==> src/rtl/timer_counter.sv <==
// 8051-style timer/counter: prescaled tick or synchronised pin events drive 13/16/8-reload/split counts.
// Define TIMER_SPLIT_MODE_EN to enable the split mode (11); otherwise mode 11 holds both bytes.
module timer_counter #(
    parameter int unsigned     PRESCALE      = 12,
    parameter logic [7:0]      RELOAD_ON_RST = 8'h00
) (
    input  logic       i_clk,
    input  logic       i_rst,
    input  logic [7:0] i_byte,
    input  logic       i_wr_lo,
    input  logic       i_wr_hi,
    input  logic [1:0] i_mode,
    input  logic       i_ct,
    input  logic       i_run,
    input  logic       i_gate,
    input  logic       i_int_n,
    input  logic       i_run_hi,
    input  logic       i_t_pin,
    output logic [7:0] o_lo,
    output logic [7:0] o_hi,
    output logic       o_ovf,
    output logic       o_ovf_hi
);

    localparam logic [7:0] PRESC_LAST = 8'(PRESCALE - 1);

    logic [7:0]  presc_q, presc_d;
    logic        pin_meta_q, pin_meta_d;
    logic        pin_sync_q, pin_sync_d;
    logic        pin_prev_q, pin_prev_d;
    logic [7:0]  lo_q, lo_d;
    logic [7:0]  hi_q, hi_d;
    logic        ovf_q, ovf_d;
    logic        ovf_hi_q, ovf_hi_d;

    logic        tick;
    logic        pin_fall;
    logic        evt;
    logic [12:0] cnt13_inc;
    logic        cnt13_full;
    logic [15:0] cnt16_inc;
    logic        cnt16_full;
    logic [7:0]  lo_inc;

    assign tick       = (presc_q == PRESC_LAST);
    assign pin_fall   = pin_prev_q & ~pin_sync_q;
    assign evt        = (i_ct ? pin_fall : tick) & i_run & (~i_gate | i_int_n);
    assign cnt13_inc  = {hi_q, lo_q[4:0]} + 13'd1;
    assign cnt13_full = ({hi_q, lo_q[4:0]} == 13'h1FFF);
    assign cnt16_inc  = {hi_q, lo_q} + 16'd1;
    assign cnt16_full = ({hi_q, lo_q} == 16'hFFFF);
    assign lo_inc     = lo_q + 8'd1;

`ifndef TIMER_SPLIT_MODE_EN
    logic unused_run_hi;
    assign unused_run_hi = i_run_hi;
`endif

    always_comb begin
        presc_d    = tick ? 8'd0 : presc_q + 8'd1;
        pin_meta_d = i_t_pin;
        pin_sync_d = pin_meta_q;
        pin_prev_d = pin_sync_q;
    end

    always_comb begin
        lo_d     = lo_q;
        hi_d     = hi_q;
        ovf_d    = 1'b0;
        ovf_hi_d = 1'b0;
        case (i_mode)
            2'b00: begin
                if (evt) begin
                    lo_d  = {lo_q[7:5], cnt13_inc[4:0]};
                    hi_d  = cnt13_inc[12:5];
                    ovf_d = cnt13_full;
                end
            end
            2'b01: begin
                if (evt) begin
                    {hi_d, lo_d} = cnt16_inc;
                    ovf_d        = cnt16_full;
                end
            end
            2'b10: begin
                if (evt) begin
                    if (lo_q == 8'hFF) begin
                        lo_d  = hi_q;
                        ovf_d = 1'b1;
                    end else begin
                        lo_d  = lo_inc;
                    end
                end
            end
            default: begin
`ifdef TIMER_SPLIT_MODE_EN
                if (evt) begin
                    lo_d  = lo_inc;
                    ovf_d = (lo_q == 8'hFF);
                end
                if (tick && i_run_hi) begin
                    hi_d     = hi_q + 8'd1;
                    ovf_hi_d = (hi_q == 8'hFF);
                end
`endif
            end
        endcase

        // A write wins over the increment; in the linked modes it also swallows the carry.
        if (i_wr_lo) begin
            lo_d = i_byte;
            if (!i_mode[1]) begin
                hi_d = hi_q;
            end
        end
        if (i_wr_hi) begin
            hi_d = i_byte;
        end
        if (i_mode == 2'b11) begin
            if (i_wr_lo) ovf_d = 1'b0;
            if (i_wr_hi) ovf_hi_d = 1'b0;
        end else if (i_wr_lo || i_wr_hi) begin
            ovf_d = 1'b0;
        end
    end

    always_ff @(posedge i_clk or posedge i_rst) begin
        if (i_rst) begin
            presc_q    <= 8'd0;
            pin_meta_q <= 1'b1;
            pin_sync_q <= 1'b1;
            pin_prev_q <= 1'b1;
            lo_q       <= RELOAD_ON_RST;
            hi_q       <= RELOAD_ON_RST;
            ovf_q      <= 1'b0;
            ovf_hi_q   <= 1'b0;
        end else begin
            presc_q    <= presc_d;
            pin_meta_q <= pin_meta_d;
            pin_sync_q <= pin_sync_d;
            pin_prev_q <= pin_prev_d;
            lo_q       <= lo_d;
            hi_q       <= hi_d;
            ovf_q      <= ovf_d;
            ovf_hi_q   <= ovf_hi_d;
        end
    end

    assign o_lo     = lo_q;
    assign o_hi     = hi_q;
    assign o_ovf    = ovf_q;
    assign o_ovf_hi = ovf_hi_q;

endmodule

==> config.mk <==
export PLATFORM = sky130hd
export DESIGN_NAME = timer_counter
export DESIGN_NICKNAME = d
export VERILOG_FILES = /design/src/rtl/timer_counter.sv
export SDC_FILE = /design/constraint.sdc
export NUM_CORES = 1
export LEC_CHECK = 0
export BUFFER_PORTS_ARGS = -buffer_cell sky130_fd_sc_hd__buf_2
export CAP_MARGIN = 10
export CORE_MARGIN = 2
export CORE_UTILIZATION = 29
export DETAILED_ROUTE_END_ITERATION = 10
export MAX_ROUTING_LAYER = met4
export PLACE_DENSITY_LB_ADDON = 0.1
export SLEW_MARGIN = 30
export SYNTH_ARGS = -nofsm -noshare
export SYNTH_HDL_FRONTEND = slang
export SYNTH_SLANG_ARGS = --single-unit
==> constraint.sdc <==
create_clock -name i_clk -period 5.65 [get_ports i_clk]
set_input_delay 1.13 -clock i_clk [delete_from_list [all_inputs] [get_ports i_clk]]
set_output_delay 1.13 -clock i_clk [all_outputs]
set_load 0.005 [all_outputs]
==> results.json, run 1 <==
{
  "r2r-start": "o_lo[0]",
  "clkLatencyLatePin_ns": 0.28,
  "vdd_ir_drop_max_mv": 0.107,
  "cts-root-buf": "clkbuf_8",
  "syn_nets": 234,
  "synth_cells": 208,
  "final_layout_size_suffix_gt1_share_pct": 24.5,
  "fp.coreArea_um2": 6280,
  "drc_errors": 0,
  "leakagePower_nw": 0.904,
  "total_power_mw": 0.492,
  "reg2reg_depth": 6,
  "end_kind": "flop",
  "hp-start": "pin_meta_q",
  "start_kind": "primary input",
  "slew_viol_final": 0,
  "setup_ws_ns": 2.97,
  "hold_end": "pin_prev_d",
  "place_area_um2": 2100,
  "dieHeight_um": 84.0,
  "fin_nets": 268,
  "regToRegEndpoint": "o_hi[6]",
  "via_per_inst": 5.21,
  "syn_to_final_growth_pct": 16.8,
  "netlist_area_um2": 1860,
  "dpl.hpwl_mm": 3.80,
  "skew_ns": 0.00629,
  "grt_pass1_wl_mm": 8.28,
  "diodes": 0,
  "grt_overflow_total": 0,
  "routedWlPerCell_um": 15.7,
  "finalNonFillerCells": 318,
  "port_buffers": 35,
  "htree_levels": 1,
  "grt.total_usage_pct": 14.9,
  "worstMarginPinSlew_ns": 0.566,
  "post_synth.cell_area_avg_um2": 8.93,
  "regToRegSetupSlack_ns": 3.15,
  "min_period_over_period_pct": 47.5,
  "gp_congestion": 0.767,
  "hp-class": "flop to flop",
  "cap_violations": 0,
  "clock_path_buffers": 2,
  "vias": 1656,
  "ys_ff_latch": 28,
  "grt_pass1_vias": 1628,
  "ys_warn_count": 0,
  "holdPathStages": 0,
  "post_cts_buffers": 0,
  "drtIter0Drc": 112,
  "maxSlewHeadroom_pct": 62.2,
  "clkTransAtPathRegs_ns": 0.11,
  "antenna_found_initial": 0,
  "firstDrtPassIters": 4,
  "clkSinkCount": 28,
  "crit_required_ns": 5.86,
  "cp.arrival_ns": 2.89,
  "numCtsBuffers": 3,
  "grt_max_degree": 17,
  "fmax_mhz": 373,
  "wl_mm": 5.01,
  "pre_cts_ws_ns": 2.66,
  "die_w_um": 84.0,
  "finalInstanceArea_um2": 2170,
  "ys_types": 51,
  "dp_cells": 314,
  "fin_tns_setup_ns": 0,
  "hold_buffers": 0,
  "rows": 29,
  "outcome": "completed",
  "rsz0062_at_grt": "no",
  "initial_utilization_pct": 29.6,
  "setup-violations-final": 0,
  "fin_crit_ns": 2.68,
  "cts.repair.resized": 0,
  "ys_seq_area_share_pct": 37.9,
  "path_class": "primary input to flop",
  "p_per_area_nw_per_um2": 227,
  "path_max_fanout": 7,
  "cts_tree": "done",
  "ant_nets": 0,
  "die-area_um2": 7060,
  "io_pins": 38,
  "hold_violations": 0
}
==> placed cells by master (no fill, tap or decap), types with 2 or more instances in the layout <==
master / count
and4_1: 2
a31oi_1: 10
ha_1: 6
buf_2: 35
dfstp_2: 3
inv_1: 12
or3_1: 5
xnor2_1: 9
a221o_1: 2
nor3_1: 7
nor2_1: 19
dfrtp_1: 25
nand2_1: 16
nand2b_1: 3
or4_1: 3
or2_2: 2
clkbuf_8: 3
o31ai_1: 4
and3_1: 4
and3_2: 3
o21ai_0: 14
nor2b_1: 2
mux2i_1: 2
nand4_1: 4
a21oi_1: 8
o22ai_1: 2
nand3_1: 12
==> where the power goes <==
part,switching (mW),internal (mW)
Clock,0.0700,0.0950
Combinational,0.0527,0.0398
Sequential,0.0211,0.213
==> metal layers <==
metal | part of all wire (%) | track usage [%] | up-vias | routed length [um]
li1 | - | - | 825 | -
met1 | 48 | 20.3 | 804 | 2410
met2 | 48 | 23.4 | 25 | 2390
met3 | 3.5 | 2.27 | 2 | 177
met4 | 0.58 | 3.08 | 0 | 29
met5 | 0 | - | - | 0
==> synthesized netlist by cell type, drive strengths merged <==
cell / n / area (um2)
conb: 1 / 3.75
a31o: 2 / 26.3
o221ai: 1 / 8.76
nand4: 4 / 25.0
a2bb2oi: 1 / 8.76
nor4: 1 / 6.26
and2: 1 / 6.26
xor2: 1 / 8.76
xnor2: 9 / 78.8
a22oi: 1 / 7.51
o22ai: 2 / 12.5
or4: 3 / 22.5
a221oi: 2 / 35.0
mux2: 1 / 11.3
o2111ai: 1 / 15.0
o21ai: 14 / 70.1
o22a: 1 / 8.76
or2: 2 / 12.5
nor2: 19 / 71.3
o311a: 1 / 11.3
buf: 2 / 12.5
mux2i: 2 / 20.0
inv: 12 / 45.0
dfrtp: 25 / 626
nand3: 14 / 87.6
nand2: 16 / 60.1
or3: 5 / 31.3
and3: 7 / 47.5
clkbuf: 4 / 15.0
and4: 2 / 17.5
nor3: 8 / 45.0
dlygate4sd3: 1 / 10.0
a31oi: 11 / 75.1
nand2b: 3 / 18.8
nor4b: 1 / 23.8
ha: 6 / 75.1
o32ai: 1 / 8.76
a221o: 2 / 20.0
o31ai: 4 / 30.0
dfstp: 3 / 78.8
a21oi: 8 / 40.0
nor2b: 2 / 12.5
nand3b: 1 / 7.51
==> flip-flops by register name, indices dropped and copies added (netlist names) <==
name,count
pin_meta_q,1
presc_q,8
pin_prev_q,1
pin_prev_d,1
o_hi,8
o_ovf,1
o_lo,8
==> kinds of logic (layout without fill, tap and decap cells) <==
group,after synthesis,in the layout,synth area share [%]
AOI/OAI and AO/OA,52,52,20.3
xor gates and xnor gates,10,10,4.71
adders and majority gates,6,6,4.04
buffers and inverters,19,52,4.44
DFF,28,28,37.9
muxes,3,3,1.68
other,1,1,0.202
and+or+nand+nor,89,89,26.7
==> area by class of cell <==
type	instances	area, um2
fill	658	4110
inverter	12	45.0
multi-input combinational	161	1070
timing repair buffer	36	183
sequential	28	704
tap	77	96.3
clock buffer	3	41.3
clock inverter	1	30.0
==> worst max-delay path, cell delays in order <==
cell and delay [ns]:
buf_2 0.11, inv_1 0.09, ha_1 0.30, inv_1 0.17, nor3_1 0.25, o2111ai_2 0.27, or3_1 0.42, a31oi_1 0.16
==> through the flow <==
stage | utilization (%) | hold slack (ns)
4_1_cts | 34.6 | 0.364
6_report | 34.6 | 0.363
5_1_grt | 34.6 | 0.372
2_1_floorplan | - | 0.345
3_5_place_dp | 33.4 | 0.347
3_3_place_gp | 33.4 | 0.347
==> worst max path at each step <==
stage                          from  endpoint  slack, ns  depth (start not counted)
after floorplan           i_mode[1]   o_hi[3]       3.00                          7
after global placement    i_mode[1]   o_hi[2]       2.67                          8
after detailed placement  i_mode[1]   o_hi[6]       2.66                          8
after CTS                 i_mode[1]   o_hi[6]       2.96                          8
after global routing      i_mode[1]   o_hi[6]       2.81                          8
final                     i_mode[1]   o_hi[6]       2.97                          8
Note: power is estimated with default switching activity, not from simulation.
==> run 2, diff against run 1 <==
- clock period: 5.65 -> 2.6 ns (I/O delays scaled with it)
==> run 2 against run 1 <==
Compared with the run above: utilization increased by 0.60 points; routed wire length increased by 3.2%; register-to-register slack got worse by 2.7 ns; non-clock buffer count increased by 5; first-iteration DRC count decreased by 48%; setup slack got worse by 2.5 ns; clock skew increased by 0.0013 ns; design area increased by 1.7%; sequential share of layout area decreased by 0.55 points; critical path depth decreased by 2; sequential power increased by 120%; global-route usage increased by 1.0 points; largest cell class unchanged.
==> results.json, run 2 (synthesis gave the netlist of run 1 again) <==
{
  "outcome": "completed",
  "io_pins": 38,
  "finalInstanceArea_um2": 2210,
  "hold_buffers": 0,
  "rsz0062_at_grt": "no",
  "final_cell_mix": "35 x buf_2, 25 x dfrtp_1, 19 x nor2_1",
  "fin_nets": 273,
  "numCtsBuffers": 3,
  "cts.repair.resized": 0,
  "met1_usage_pct": 22.6,
  "via_per_inst": 5.19,
  "grtUsageMet2_pct": 24.0,
  "grt_pass1_vias": 1577,
  "die-area_um2": 7060,
  "worst_path_max_delay_cell": "dfrtp_1",
  "routedWlPerCell_um": 16.0,
  "path_max_fanout": 7,
  "layout_commonest_cell": "buf_2",
  "post_cts_buffers": 0,
  "busiest_layer": "met2",
  "fmax_mhz": 473,
  "grt.total_usage_pct": 15.9,
  "syn_to_final_growth_pct": 18.9,
  "seq_area_um2": 704,
  "crit_family": "simple AND/OR/NAND/NOR gates",
  "clock_path_buffers": 2,
  "use_met3_pct": 2.47,
  "clkTransAtPathRegs_ns": 0.11,
  "vias": 1677,
  "htree_levels": 1,
  "drtIter0Drc": 58,
  "skew_ns": 0.00755,
  "firstDrtPassIters": 4,
  "cp.arrival_ns": 2.33,
  "slew_viol_final": 0,
  "pwr-share-comb_pct": 19.6,
  "cts-root-buf": "clkbuf_8",
  "vdd_ir_drop_max_mv": 0.187,
  "end_kind": "flop",
  "sequentialPowerShare_pct": 47.1,
  "swShare_pct": 29.3,
  "maxSlewHeadroom_pct": 51.3,
  "die_w_um": 84.0,
  "internal-power_mw": 0.763,
  "cpPeakStageDelay_ns": 0.44,
  "fin_crit_ns": 2.11,
  "clkLatencyLatePin_ns": 0.28,
  "crit_required_ns": 2.81,
  "cts_tree": "done",
  "grt_pass1_wl_mm": 8.65,
  "hold_violations": 0,
  "crit_chain": "ha_1 -> nand4_1 -> nor3_1 -> o2111ai_2 -> or3_1 -> a31oi_1",
  "whs_ns": 0.329,
  "dpl.hpwl_mm": 3.89,
  "cap_violations": 0,
  "grt_overflow_total": 0,
  "final_layout_size_suffix_gt1_share_pct": 26.0,
  "grt_max_degree": 18,
  "hp-class": "primary input to flop",
  "path_class": "flop to flop",
  "multi_input_area_um2": 1070,
  "min_period_over_period_pct": 81.3,
  "critPathBufInv": 0,
  "p_clk_share_pct": 33.2,
  "setup-violations-final": 0,
  "antenna_found_initial": 0,
  "initial_utilization_pct": 29.6,
  "wl_mm": 5.16,
  "rows": 29,
  "diodes": 0,
  "drc_errors": 0,
  "netSwitchingPower_mw": 0.317,
  "dieHeight_um": 84.0,
  "clkSinkCount": 28,
  "place_area_um2": 2140,
  "leakagePower_nw": 0.927,
  "p_per_area_nw_per_um2": 489,
  "ant_nets": 0,
  "fin_tns_setup_ns": 0,
  "worstMarginPinSlew_ns": 0.729,
  "start_kind": "flop",
  "total_power_mw": 1.08,
  "port_buffers": 35,
  "gp_congestion": 0.796,
  "fp.coreArea_um2": 6280,
  "fillCellCount": 652
}
## run 2: cell type report
| type | instances | share of cell area, % |
|---|---|---|
| Multi-Input combinational cell | 161 | 48.5 |
| Clock inverter | 1 | 1.36 |
| Clock buffer | 3 | 1.87 |
| Sequential cell | 28 | 31.9 |
| Timing Repair Buffer | 41 | 9.97 |
| Tap cell | 77 | 4.36 |
| Inverter | 12 | 2.04 |
## run 2: routing by layer
metal	up-vias	wire (um)	part of all wire (%)
met5	-	0	0
met4	0	29	0.56
met3	2	146	2.8
met2	22	2420	47
met1	809	2570	50
li1	844	-	-
## run 2: final timing paths
kind | slack (ns) | startpoint | to | depth (start not counted)
max in group asynchronous | 1.67 | i_rst | o_lo[0] | 3
min in group asynchronous | 0.34 | i_rst | o_lo[6] | 2
setup / recovery | 0.49 | o_lo[1] | o_hi[2] | 6
hold / removal | 0.33 | i_t_pin | pin_meta_q | 1
hold reg to reg | 0.36 | pin_meta_q | pin_prev_d | 0
setup reg to reg | 0.49 | o_lo[1] | o_hi[2] | 6
## run 2: power groups by stage
| stage | sequential (mW) | combinational (mW) | clock [mW] |
|---|---|---|---|
| 2_1_floorplan | 0.508 | 0.128 | 0 |
| 3_3_place_gp | 0.516 | 0.216 | 0 |
| 3_5_place_dp | 0.517 | 0.215 | 0 |
| 4_1_cts | 0.509 | 0.216 | 0.373 |
| 5_1_grt | 0.514 | 0.240 | 0.394 |
| 6_report | 0.509 | 0.212 | 0.359 |
## run 2: metrics by stage
stage	instances	setup WS, ns	util, %
after floorplan	208	0.562	-
after global placement	319	0.268	34.0
after detailed placement	319	0.249	34.0
after CTS	323	0.470	35.2
after global routing	323	0.348	35.2
final	323	0.486	35.2
